## src/rtl/lsu_mem_port.sv

```systemverilog
// lsu_mem_port: MEM-stage load/store port, one req/ack bus access per op.
// Sizes, lane-shifts and extends data; stalls the pipe until ack or timeout.
//
// Ports:
//   clk, rst        clock, async active-high reset
//   req_valid       MEM-stage instruction valid
//   mem_read        load select (priority over dwe)
//   dwe             unshifted store byte enables (0001/0011/1111)
//   funct3          load size/sign select
//   addr, wdata     effective address, unshifted store data
//   stall           hold pipeline (start or BUSY)
//   ld_data         extended load result, held until next load
//   ld_valid        one-cycle load-complete pulse
//   misalign_err    one-cycle misaligned pulse (trap build only)
//   bus_err         one-cycle ack-timeout pulse
//   m_req/m_we      bus request, byte strobes (0 = read)
//   m_addr/m_wdata  word-aligned address, lane-shifted data
//   m_ack/m_rdata   bus acknowledge and read word
//
// Build option: LSU_MISALIGN_TRAP_EN traps misaligned half/word accesses;
// otherwise misaligned addresses are forced to natural alignment.
module lsu_mem_port #(
    parameter int ACK_TIMEOUT = 255,
    parameter int AW          = 32
) (
    input  logic          clk,
    input  logic          rst,
    input  logic          req_valid,
    input  logic          mem_read,
    input  logic [3:0]    dwe,
    input  logic [2:0]    funct3,
    input  logic [AW-1:0] addr,
    input  logic [31:0]   wdata,
    output logic          stall,
    output logic [31:0]   ld_data,
    output logic          ld_valid,
    output logic          misalign_err,
    output logic          bus_err,
    output logic          m_req,
    output logic [3:0]    m_we,
    output logic [AW-1:0] m_addr,
    output logic [31:0]   m_wdata,
    input  logic          m_ack,
    input  logic [31:0]   m_rdata
);

    localparam int CW = $clog2(ACK_TIMEOUT + 1);

    typedef enum logic [1:0] {
        IDLE,
        BUSY,
        DONE
    } state_t;

    state_t state, next;

    logic [1:0]    sz;
    logic [1:0]    off;
    logic          is_acc;
    logic          aligned;
    logic          start;
    logic          ack_hit;
    logic          tmo_hit;
    logic [CW-1:0] cnt;
    logic          is_ld_q;
    logic [2:0]    f3_q;
    logic [1:0]    off_q;
    logic [31:0]   lane;
    logic [31:0]   ld_ext;

    // Access size: 00 byte, 01 half, 10 word.
    always_comb begin
        sz = 2'b00;
        if (mem_read)
            sz = funct3[1:0];
        else if (dwe == 4'b1111)
            sz = 2'b10;
        else if (dwe == 4'b0011)
            sz = 2'b01;
    end

    // Byte offset with natural-alignment masking; in the trap build
    // misaligned accesses never start, so the masking is harmless there.
    always_comb begin
        case (sz)
            2'b01:   off = {addr[1], 1'b0};
            2'b10:   off = 2'b00;
            default: off = addr[1:0];
        endcase
    end

    assign is_acc = mem_read | (dwe != 4'b0000);

`ifdef LSU_MISALIGN_TRAP_EN
    logic misal;
    assign misal = ((sz == 2'b01) & addr[0]) |
                   ((sz == 2'b10) & (addr[1:0] != 2'b00));
    assign aligned = ~misal;
`else
    assign aligned = 1'b1;
    assign misalign_err = 1'b0;
`endif

    assign start   = (state == IDLE) & req_valid & is_acc & aligned;
    assign ack_hit = (state == BUSY) & m_ack & m_req;
    assign tmo_hit = (state == BUSY) & ~m_ack &
                     (cnt == CW'(ACK_TIMEOUT - 1));

    assign lane = m_rdata >> {off_q, 3'b000};

    always_comb begin
        case (f3_q)
            3'b000:  ld_ext = {{24{lane[7]}}, lane[7:0]};
            3'b001:  ld_ext = {{16{lane[15]}}, lane[15:0]};
            3'b010:  ld_ext = lane;
            3'b100:  ld_ext = {24'h0, lane[7:0]};
            3'b101:  ld_ext = {16'h0, lane[15:0]};
            default: ld_ext = 32'h0;
        endcase
    end

    always_ff @(posedge clk or posedge rst) begin
        if (rst)
            state <= IDLE;
        else
            state <= next;
    end

    always_comb begin
        next  = state;
        stall = 1'b0;
        case (state)
            IDLE: begin
                stall = start;
                if (start)
                    next = BUSY;
            end
            BUSY: begin
                stall = 1'b1;
                if (ack_hit | tmo_hit)
                    next = DONE;
            end
            DONE:    next = IDLE;
            default: next = IDLE;
        endcase
    end

    always_ff @(posedge clk or posedge rst) begin
        if (rst) begin
            m_req    <= 1'b0;
            m_we     <= 4'b0000;
            m_addr   <= '0;
            m_wdata  <= 32'h0;
            ld_data  <= 32'h0;
            ld_valid <= 1'b0;
            bus_err  <= 1'b0;
            is_ld_q  <= 1'b0;
            f3_q     <= 3'b000;
            off_q    <= 2'b00;
            cnt      <= '0;
        end else begin
            ld_valid <= 1'b0;
            bus_err  <= 1'b0;
            if (start) begin
                m_req   <= 1'b1;
                m_we    <= mem_read ? 4'b0000 : (dwe << off);
                m_addr  <= {addr[AW-1:2], 2'b00};
                m_wdata <= wdata << {off, 3'b000};
                is_ld_q <= mem_read;
                f3_q    <= funct3;
                off_q   <= off;
                cnt     <= '0;
            end
            if (ack_hit) begin
                m_req <= 1'b0;
                if (is_ld_q) begin
                    ld_data  <= ld_ext;
                    ld_valid <= 1'b1;
                end
            end else if (tmo_hit) begin
                m_req   <= 1'b0;
                bus_err <= 1'b1;
                ld_data <= 32'h0;
            end else if (state == BUSY) begin
                cnt <= cnt + 1'b1;
            end
        end
    end

`ifdef LSU_MISALIGN_TRAP_EN
    always_ff @(posedge clk or posedge rst) begin
        if (rst)
            misalign_err <= 1'b0;
        else
            misalign_err <= (state == IDLE) & req_valid &
                            is_acc & misal;
    end
`endif

endmodule

```

## config.mk

```make
export PLATFORM = sky130hd
export DESIGN_NAME = lsu_mem_port
export DESIGN_NICKNAME = d
export VERILOG_FILES = /design/src/rtl/lsu_mem_port.sv
export SDC_FILE = /design/constraint.sdc
export NUM_CORES = 1
export LEC_CHECK = 0
export BUFFER_PORTS_ARGS = -buffer_cell sky130_fd_sc_hd__clkbuf_2
export CORE_ASPECT_RATIO = 0.9
export CORE_MARGIN = 2
export CORE_UTILIZATION = 47
export CTS_CLUSTER_SIZE = 8
export DETAILED_ROUTE_END_ITERATION = 8
export HOLD_SLACK_MARGIN = 0.1
export PLACE_DENSITY = 0.77
export SYNTH_ARGS = -nofsm -noshare
export SYNTH_HDL_FRONTEND = slang
export SYNTH_SLANG_ARGS = --single-unit
```

## constraint.sdc

```tcl
create_clock -name clk -period 11.1 [get_ports clk]
set_input_delay 2.22 -clock clk [delete_from_list [all_inputs] [get_ports clk]]
set_output_delay 2.22 -clock clk [all_outputs]
set_load 0.005 [all_outputs]
```

==> flow_metrics.env <==
export IMPL_outcome="complete, no violations"
export IMPL_insertion_delay_ns=0.40
export IMPL_drive_above_1_share=0.414
export IMPL_die_area_mm2=0.0131
export IMPL_grt_pass1_vias=4772
export IMPL_worst_setup_path_start_kind="primary input"
export IMPL_drtIter0Drc=279
export IMPL_synth_xor_area_share=0
export IMPL_synth_top_area_cell="dfrtp_1"
export IMPL_yosysWarnings=0
export IMPL_total_power_mw=2.13
export IMPL_place_gp_congestion=0.879
export IMPL_nets=823
export IMPL_path_clk_slew_ns=0.05
export IMPL_die_w_um=121
export IMPL_worstPathRequired_ns=8.88
export IMPL_finalInstanceArea_mm2=0.00755
export IMPL_synthCells=516
export IMPL_r2r_slack_ns=8.46
export IMPL_multi_input_area_mm2=0.00261
export IMPL_wl_met2_um=7090
export IMPL_cp_max_fo=6
export IMPL_antenna_found_initial=0
export IMPL_die_h_um=109
export IMPL_leakage_nw=3.71
export IMPL_cap_violations=0
export IMPL_relSlewSlack=0.146
export IMPL_postCtsSetupBuffers=0
export IMPL_cts_tree="yes"
export IMPL_fin_crit_ns=5.73
export IMPL_period_share=0.516
export IMPL_grt_max_degree=78
export IMPL_reg2reg_depth=4
export IMPL_finClkSkew_ns=0.00724
export IMPL_cp_end_kind="output pin"
export IMPL_drtAntennaViolNets=0
export IMPL_htree_levels=4
export IMPL_fmax_mhz=175
export IMPL_ys_seq_area_frac=0.509
export IMPL_report_final_slew_viol_count=0
export IMPL_tns_ns=0
export IMPL_start_util=0.480
export IMPL_wl_per_cell_um=16.9
export IMPL_setup_violations_final=0
export IMPL_synth_mux_area_frac=0.145
export IMPL_clock_path_buffers=2
export IMPL_drc_errors=0
export IMPL_drt_met1_wl_um=6440
export IMPL_placed_area_mm2=0.00685
export IMPL_utilization=0.630
export IMPL_yosys_area_top_type_share=0.509
export IMPL_synthTopCellsByArea="dfrtp_1 (51%), mux2_2 (8.4%), nand2_1 (5.0%)"
export IMPL_hold_ws_ns=0.479
export IMPL_synthSimpleGateAreaFrac=0.107
export IMPL_wl_met3_um=1190
export IMPL_top_layer_used="met4"
export IMPL_netlist_area_mm2=0.00575
export IMPL_row_count=38
export IMPL_final_common_cell="clkbuf_2"
export IMPL_drt_total_wl_um=15000
export IMPL_synth_edf_count=0
export IMPL_final_cell_mix="clkbuf_2 (209), dfrtp_1 (117), nand2_1 (77)"
export IMPL_synth_compound_area_frac=0.193
export IMPL_cp_arrival_ns=3.51
export IMPL_dr_pass1_iters=5
export IMPL_areaGrowthSynthToFinish_pct=31.3
export IMPL_finalHoldViolations=0
export IMPL_ctsHoldBuffers=0
export IMPL_rsz0062_at_grt="false"
export IMPL_ir_drop_mv=0.143
export IMPL_synth_seq_cells=117
export IMPL_cts_resized_gates=0
export IMPL_design_portCount=213
export IMPL_seqCellArea_mm2=0.00293
export IMPL_via_count=4897
export IMPL_hp_class="reg -> reg"
export IMPL_grt_ovfl_total=0
export IMPL_cts_buffers=17
export IMPL_synth_ff_type="dfrtp_1"
export IMPL_via_per_inst=5.53
export IMPL_path_class="in -> out"
export IMPL_portBuffers=209
export IMPL_num_fill_cells=975
export IMPL_core_area_mm2=0.0120
export IMPL_n_antenna_cell=0
export IMPL_grt_first_pass_wirelength_um=24100
export IMPL_synth_area_per_cell_um2=11.1
export IMPL_synth_async_sr_flop_share=1.00
export IMPL_holdPathStages=2
export IMPL_worst_slew_pin_slew_ns=1.28
export IMPL_yosys_area_share_adder=0.00653
export IMPL_synth_top_family_by_area="compound AO/OA/AOI/OAI gates"
export IMPL_powerDensity_mw_per_mm2=282
export IMPL_dp_hpwl_um=10800
export IMPL_grt_usage=0.235
export IMPL_clockRootBuffer="clkbuf_16"
export IMPL_yosysUniqueCellTypes=49
export IMPL_cts_sinks=117
[logic make-up (layout without fill, tap and decap cells)]
group | Yosys count | after routing
AOI/OAI and AO/OA | 145 | 145
and+or+nand+nor | 132 | 132
DFF | 117 | 117
muxes | 74 | 74
buffers and inverters | 44 | 251
adders and majority gates | 3 | 3
other | 1 | 3
[layer usage]
metal,GRT usage,vias up
met2,0.365,216
met4,0.0789,0
met1,0.317,2345
met5,0,-
li1,-,2315
met3,0.0685,21
[layout make-up]
type | instances | area share
inverter | 4 | 0.00232
clock buffer | 24 | 0.0678
multi-input combinational | 357 | 0.346
sequential | 117 | 0.388
tap | 160 | 0.0265
timing repair buffer | 215 | 0.145
clock inverter | 8 | 0.0252
[registers in the layout, summed over array words and instances, names as in the netlist, 2 cells and up]
register  cells
cnt           8
state         2
m_wdata      32
off_q         2
ld_data      32
m_we          4
f3_q          3
m_addr       30
[cell usage after synthesis (2+ instances only)]
library cell,number
dfrtp_1,117
nand2_1,77
mux2_2,43
mux2i_1,28
o21ai_0,24
o2bb2ai_1,23
o31ai_1,19
clkbuf_1,15
nor2_1,14
a21oi_1,13
buf_2,13
buf_4,11
a22o_1,10
and3_1,10
nor2b_1,10
a22oi_1,9
a2bb2oi_1,8
o22ai_1,8
a211o_1,7
a32o_1,7
inv_1,4
nor3_1,4
o41ai_1,4
ha_1,3
mux4_2,3
nand2b_1,3
nand3_1,3
nand4_1,2
o211ai_1,2
o21ai_1,2
o311ai_0,2
[where the power goes]
| group | leakage [nW] | total, mW | switching [mW] | internal (mW) |
|---|---|---|---|---|
| Combinational | 1.88 | 0.737 | 0.366 | 0.371 |
| Sequential | 1.49 | 0.752 | 0.138 | 0.614 |
| Clock | 0.346 | 0.640 | 0.184 | 0.456 |
| Total | 3.71 | 2.13 | 0.687 | 1.44 |
[metrics by stage]
step                      instances  worst slack (ns)
after global routing            885              5.30
after CTS                       885              5.37
after floorplan                 518              5.78
after global placement          853              5.44
after detailed placement        853              5.40
final                           885              5.37
[critical path, stage by stage]
cell      delay [ns]
clkbuf_2        0.13
or4_4           0.59
o21ai_0         0.29
a21oi_1         0.15
clkbuf_2        0.13
[path summary, 6_finish.rpt]
check                      startpoint          end
setup / recovery               dwe[0]        stall
hold / removal             m_wdata[0]   m_wdata[0]
setup reg to reg             off_q[1]  ld_data[16]
hold reg to reg            m_wdata[0]   m_wdata[0]
max in group asynchronous         rst  ld_data[14]
min in group asynchronous         rst   m_addr[27]
Note: power is estimated with default switching activity, not from simulation.
